`config.mk`:
```
export PLATFORM = sky130hd
export DESIGN_NAME = rr_priority_arbiter
export DESIGN_NICKNAME = d
export VERILOG_FILES = /design/src/rtl/rr_priority_arbiter_pkg.sv /design/src/rtl/rr_priority_arbiter_checker.sv /design/src/rtl/rr_priority_arbiter_mask_encoder.sv /design/src/rtl/rr_priority_arbiter.sv
export SDC_FILE = /design/constraint.sdc
export NUM_CORES = 1
export LEC_CHECK = 0
export ABC_CLOCK_PERIOD_IN_PS = 4390
export BUFFER_PORTS_ARGS = -buffer_cell sky130_fd_sc_hd__buf_2
export CAP_MARGIN = 15
export CORE_UTILIZATION = 54
export DETAILED_ROUTE_END_ITERATION = 8
export PLACE_DENSITY = 0.86
export SLEW_MARGIN = 20
export SYNTH_ARGS = -nofsm -noshare
export SYNTH_HDL_FRONTEND = slang
export SYNTH_SLANG_ARGS = --single-unit
export TNS_END_PERCENT = 5
```
`constraint.sdc`:
```
create_clock -name clk -period 4.39 [get_ports clk]
set_input_delay 0.439 -clock clk [delete_from_list [all_inputs] [get_ports clk]]
set_output_delay 0.439 -clock clk [all_outputs]
set_load 0.01 [all_outputs]
```
`src/rtl/rr_priority_arbiter_pkg.sv`:
```
// Shared definitions for the registered round-robin / fixed-priority arbiter:
// FSM state encodings and the grant-index width derivation.
package rr_priority_arbiter_pkg;

    localparam logic [0:0] ST_IDLE  = 1'b0;
    localparam logic [0:0] ST_GRANT = 1'b1;

    // Index width for n requesters; a 2-entry arbiter still needs one bit.
    function automatic int idx_width(input int n);
        return (n <= 2) ? 1 : $clog2(n);
    endfunction

endpackage

```
`src/rtl/rr_priority_arbiter_checker.sv`:
```
// Grant-output invariants: one-hot while valid, all-zero while idle,
// and the one-hot vector always agreeing with the binary index.
module rr_priority_arbiter_checker #(
    parameter int N     = 8,
    parameter int IDX_W = 3
) (
    input logic             clk,
    input logic             rst,
    input logic             valid,
    input logic [IDX_W-1:0] gnt_idx,
    input logic [N-1:0]     gnt_onehot
);

    a_onehot_when_valid: assert property (@(posedge clk) disable iff (rst)
        valid |-> $onehot(gnt_onehot))
        else $error("gnt_onehot not one-hot while valid");

    a_zero_when_idle: assert property (@(posedge clk) disable iff (rst)
        !valid |-> (gnt_onehot == {N{1'b0}}))
        else $error("gnt_onehot nonzero while not valid");

    a_idx_matches: assert property (@(posedge clk) disable iff (rst)
        valid |-> (gnt_onehot == ({{(N-1){1'b0}}, 1'b1} << gnt_idx)))
        else $error("gnt_onehot disagrees with gnt_idx");

endmodule

```
`src/rtl/rr_priority_arbiter_mask_encoder.sv`:
```
// Combinational priority search: rotate req so that ptr sits at the top,
// pick the highest set bit, then map that position back to a requester index.
module rr_mask_encoder #(
    parameter int N     = 8,
    parameter int IDX_W = 3
) (
    input  logic [N-1:0]     req,
    input  logic [IDX_W-1:0] ptr,
    output logic [IDX_W-1:0] idx,
    output logic             found
);

    logic [2*N-1:0]   dbl_s;
    logic [N-1:0]     rot_s;
    logic [IDX_W-1:0] hit_s;
    logic [IDX_W:0]   sum_s;

    // rot_s[j] = req[(ptr + 1 + j) mod N], so rot_s[N-1] is req[ptr].
    always_comb begin
        dbl_s = ({req, req} >> ptr) >> 1;
        rot_s = dbl_s[N-1:0];
        found = 1'b0;
        hit_s = {IDX_W{1'b0}};
        for (int j = 0; j < N; j++) begin
            hit_s = rot_s[j] ? IDX_W'(j) : hit_s;
            found = found | rot_s[j];
        end
        sum_s = {1'b0, ptr} + {1'b0, hit_s} + (IDX_W+1)'(1);
        if (sum_s >= (IDX_W+1)'(N)) begin
            idx = IDX_W'(sum_s - (IDX_W+1)'(N));
        end else begin
            idx = sum_s[IDX_W-1:0];
        end
    end

endmodule

```
`src/rtl/rr_priority_arbiter.sv`:
```
// Registered N-way arbiter: grants one requester, holds the grant until ack,
// and re-arbitrates on the ack cycle so back-to-back grants have no bubble.
module rr_priority_arbiter
    import rr_priority_arbiter_pkg::*;
#(
    parameter int N           = 8,
    parameter int IDX_W       = idx_width(N),
    parameter bit ROUND_ROBIN = 1'b1
) (
    input  logic             clk,
    input  logic             rst,
    input  logic             en,
    input  logic [N-1:0]     req,
    input  logic             ack,
    output logic [IDX_W-1:0] gnt_idx,
    output logic [N-1:0]     gnt_onehot,
    output logic             valid
);

    localparam logic [IDX_W-1:0] PTR_MAX = IDX_W'(N - 1);

    logic [0:0]       state_r;
    logic [IDX_W-1:0] ptr_r;
    logic [IDX_W-1:0] ptr_next_s;
    logic [IDX_W-1:0] win_idx_s;
    logic [N-1:0]     win_onehot_s;
    logic             found_s;
    logic [IDX_W-1:0] gnt_idx_r;
    logic [N-1:0]     gnt_onehot_r;
    logic             valid_r;

    // On ack the served requester drops to lowest priority; the search in the
    // same cycle must already see that rotated pointer.
    always_comb begin
        if ((state_r == ST_GRANT) && ack && ROUND_ROBIN) begin
            ptr_next_s = (gnt_idx_r == {IDX_W{1'b0}}) ? PTR_MAX : gnt_idx_r - IDX_W'(1);
        end else begin
            ptr_next_s = ptr_r;
        end
        win_onehot_s = {{(N-1){1'b0}}, 1'b1} << win_idx_s;
    end

    rr_mask_encoder #(
        .N     (N),
        .IDX_W (IDX_W)
    ) u_enc (
        .req   (req),
        .ptr   (ptr_next_s),
        .idx   (win_idx_s),
        .found (found_s)
    );

    // Grant FSM, rotation pointer and output registers.
    always_ff @(posedge clk) begin
        if (rst) begin
            state_r      <= ST_IDLE;
            ptr_r        <= PTR_MAX;
            gnt_idx_r    <= {IDX_W{1'b0}};
            gnt_onehot_r <= {N{1'b0}};
            valid_r      <= 1'b0;
        end else begin
            case (state_r)
                ST_IDLE: begin
                    if (en && found_s) begin
                        gnt_idx_r    <= win_idx_s;
                        gnt_onehot_r <= win_onehot_s;
                        valid_r      <= 1'b1;
                        state_r      <= ST_GRANT;
                    end else begin
                        gnt_onehot_r <= {N{1'b0}};
                        valid_r      <= 1'b0;
                        state_r      <= ST_IDLE;
                    end
                end
                ST_GRANT: begin
                    if (ack) begin
                        ptr_r <= ptr_next_s;
                        if (en && found_s) begin
                            gnt_idx_r    <= win_idx_s;
                            gnt_onehot_r <= win_onehot_s;
                            valid_r      <= 1'b1;
                            state_r      <= ST_GRANT;
                        end else begin
                            gnt_onehot_r <= {N{1'b0}};
                            valid_r      <= 1'b0;
                            state_r      <= ST_IDLE;
                        end
                    end else begin
                        state_r <= ST_GRANT;
                    end
                end
                default: begin
                    gnt_onehot_r <= {N{1'b0}};
                    valid_r      <= 1'b0;
                    state_r      <= ST_IDLE;
                end
            endcase
        end
    end

    assign gnt_idx    = gnt_idx_r;
    assign gnt_onehot = gnt_onehot_r;
    assign valid      = valid_r;

    rr_priority_arbiter_checker #(
        .N     (N),
        .IDX_W (IDX_W)
    ) u_chk (
        .clk        (clk),
        .rst        (rst),
        .valid      (valid_r),
        .gnt_idx    (gnt_idx_r),
        .gnt_onehot (gnt_onehot_r)
    );

endmodule
```
==> flow_summary_export.csv <==
group,metric,value,unit
clocking,clock-root-buffer,"clkbuf_4",
yosys,ys_warn_count,0,
sta,max_slew_margin,0.574,
power_and_ir_drop,power.total,0.418,mW
setup_path,worstPathArrival,4.35,ns
setup_path,setup.worst_path.class,"reg2reg",
yosys,yosysTopAreaCellShare,0.254,
yosys,synth_edf_count,0,
yosys,async_flop_share,0,
routing,wirelength,2920,microns
clocking,clk_pin_slew,0.09,ns
routing,drtIter0Drc,48,
sta,finalHoldViolCount,0,
setup_path,cpPeakStageDelay,0.41,ns
setup_path,crit_chain,"inv_1 > ha_1 > ha_1 > nand4b_1 > and2_4 > clkinvlp_4 > a211o_2 > a221oi_1 > o2bb2ai_1 > a221oi_1 > o32ai_1 > ha_1 > fa_1 > a211oi_1 > nor4_4 > buf_4 > a32o_1",
cells_and_area,fin_nets,181,
clocking,htreeDepth,1,
power_and_ir_drop,ir_drop,0.000232,V
grt,grt_pass1_wl,4910,microns
setup_path,critPathMostFrequentCell,"ha_1",
yosys,ys_ff_latch,16,
sta,slew_viol_final,0,
routing,ant_nets,0,
clocking,hold_buffers,0,
cells_and_area,drive_gt1_frac,0.280,
floorplanning,die_h,50.3,microns
status,status,"finished clean",
yosys,ys_types,45,
yosys,ys_top_cells_by_count,"dfxtp_1, nand2_1, nor2_1",
floorplanning,rows,17,
yosys,synth_area_leaders,"dfxtp_1, a211oi_1, nand2_1, a221oi_1, nand3_1",
routing,first_pass_iters,4,
floorplanning,dieArea,0.00253,sq mm
sta,worst_pin_slew,0.639,ns
sta,fin_crit,4.16,ns
yosys,netlist_area,0.00126,sq mm
sta,post-route-period-util,0.948,
floorplanning,core,0.00221,sq mm
setup_path,cp_max_fo,14,
cells_and_area,multi_input_area,860,sq um
floorplanning,io-pin-count,24,
min_path,worstHoldPathType,"in2reg",
grt,grt_pass1_vias,1096,
clocking,clkLatencyLatePin,0.28,ns
yosys,syn-num-nets,159,
yosys,synthFlopType,"dfxtp_1",
grt,grt-ovfl-total,0,
setup_path,critPathLaunchType,"flip-flop",
grt,antenna_found_initial,0,
floorplanning,die_w,50.3,microns
yosys,synth_top_area_cell,"dfxtp_1",
place,gp_routability_congestion,0.913,
cells_and_area,n_antenna_cell,0,
yosys,synth_most_common_cell,"dfxtp_1",
run,maxCapViolations,0,
sta,setup_viol,0,
floorplanning,start_util,0.570,
sta,skew,0.000632,ns
grt,grt_max_degree,16,
place,hpwl,2230,microns
setup_path,worstPathRequired,4.57,ns
cells_and_area,utilization,0.631,
routing,drc_errors,0,
sta,rsz0062_at_grt,"no",
setup_path,worst-path-buf-inv,3,
clocking,cts_tree,"yes",
yosys,synth.avg_cell_area,8.82,sq um
sta,finalSetupTns,0,ns
routing,via_per_inst,6.34,
cells_and_area,nFillCells,204,
setup_path,worstSetupEndpointType,"flip-flop",
place,portBuffers,23,
yosys,yosysSeqAreaShare,0.254,
setup_path,crit_family,"compound AO/OA/AOI/OAI gates",
cells_and_area,area_delta_synth_final,10.7,%
clocking,cts_sinks,16,
grt,grt_usage,0.248,
power_and_ir_drop,leakagePower,0.582,nW
routing,wl_per_cell,15.2,microns
cells_and_area,seq_area,320,sq um
sta,fmax,240,MHz
setup_path,crit_slowest_cell,"fa_1",
yosys,synth_cells,143,
clocking,cts_made_buffers,3,
power_and_ir_drop,power_density,299,mW/mm^2
clocking,clockBufferDepth,2,
routing,vias,1218,
==> state kept, by name, indices dropped and copies added, names as in the netlist <==
register and flops:
gnt_idx 3, gnt_onehot 8, ptr_r 3, state_r 1, valid 1
==> metal layers <==
metal | GRT usage | share of wire
met3 | 0.0333 | 0.057
met5 | 0 | 0
met2 | 0.456 | 0.50
met4 | 0.0787 | 0.0065
met1 | 0.293 | 0.43
==> worst register-to-register path: cells and delay by family, from the launching register on <==
family                   cells  cell delay [ns]
adder cells (fa/ha/maj)      4             0.93
AO/OA/AOI/OAI                7             1.85
flip-flops                   1             0.34
buffers and inverters        3             0.50
AND/OR/NAND/NOR              3             0.43
==> final cells by class <==
| type | instances | share of cell area |
|---|---|---|
| multi-input combinational | 115 | 0.616 |
| inverter | 5 | 0.0161 |
| sequential | 16 | 0.229 |
| timing repair buffer | 24 | 0.0878 |
| clock buffer | 4 | 0.0260 |
| tap | 28 | 0.0251 |
==> worst paths after layout <==
kind,start,end,slack [ns],depth (start not counted)
worst max register to register,gnt_idx[0],gnt_onehot[1],0.23,17
worst min-delay path,en,state_r,0.42,3
worst max-delay path,gnt_idx[0],gnt_onehot[1],0.23,17
worst min register to register,gnt_onehot[7],gnt_onehot[7],0.46,2
==> where the power goes <==
group / internal (mW) / leakage (nW) / switching, mW
Clock: 0.0505 / 0.0210 / 0.0461
Sequential: 0.155 / 0.131 / 0.00739
Combinational: 0.0661 / 0.430 / 0.0928
Total: 0.272 / 0.582 / 0.146
==> cells by family after synthesis <==
kind of cell,synth area share
and+or+nand+nor,0.281
xor gates and xnor gates,0.00695
DFF,0.254
buffers and inverters,0.0645
AOI/OAI and AO/OA,0.332
muxes,0.0159
adders and majority gates,0.0456
==> what timing repair did <==
action / 4_1_cts / 5_1_grt
setup buffers: 0 / 1
setup endpoints to repair: 0 / 9
resized for setup: 0 / 1
==> through the flow <==
| stage | area [sq um] | hold WS (ns) | worst slack [ns] | instances |
|---|---|---|---|---|
| after floorplan | 1260 | 0.483 | 0.599 | 143 |
| after global placement | 1350 | 0.436 | 0.494 | 187 |
| after detailed placement | 1350 | 0.442 | 0.279 | 187 |
| after CTS | 1390 | 0.396 | 0.272 | 191 |
| after global routing | 1400 | 0.435 | 0.0256 | 192 |
| final | 1400 | 0.415 | 0.228 | 192 |
==> placed cells by master (no fill, tap or decap), drive strengths merged <==
cell type	instances
nand2b	4
and3b	1
a31oi	1
buf	24
a221oi	6
clkbuf	4
and4b	1
ha	3
xnor2	1
a21o	3
clkinvlp	1
a22oi	2
nand2	16
a211oi	8
a21oi	6
nor2	10
o32ai	1
fa	1
and3	4
a41oi	1
inv	4
nor3b	2
and2	6
o21ai	9
nor3	1
a2bb2oi	2
o2bb2ai	2
nand3	9
mux2i	2
a32o	4
nand4	1
and4	1
a211o	4
nand4b	2
dfxtp	16
nor4	1
(Power assumes the default switching activity.)
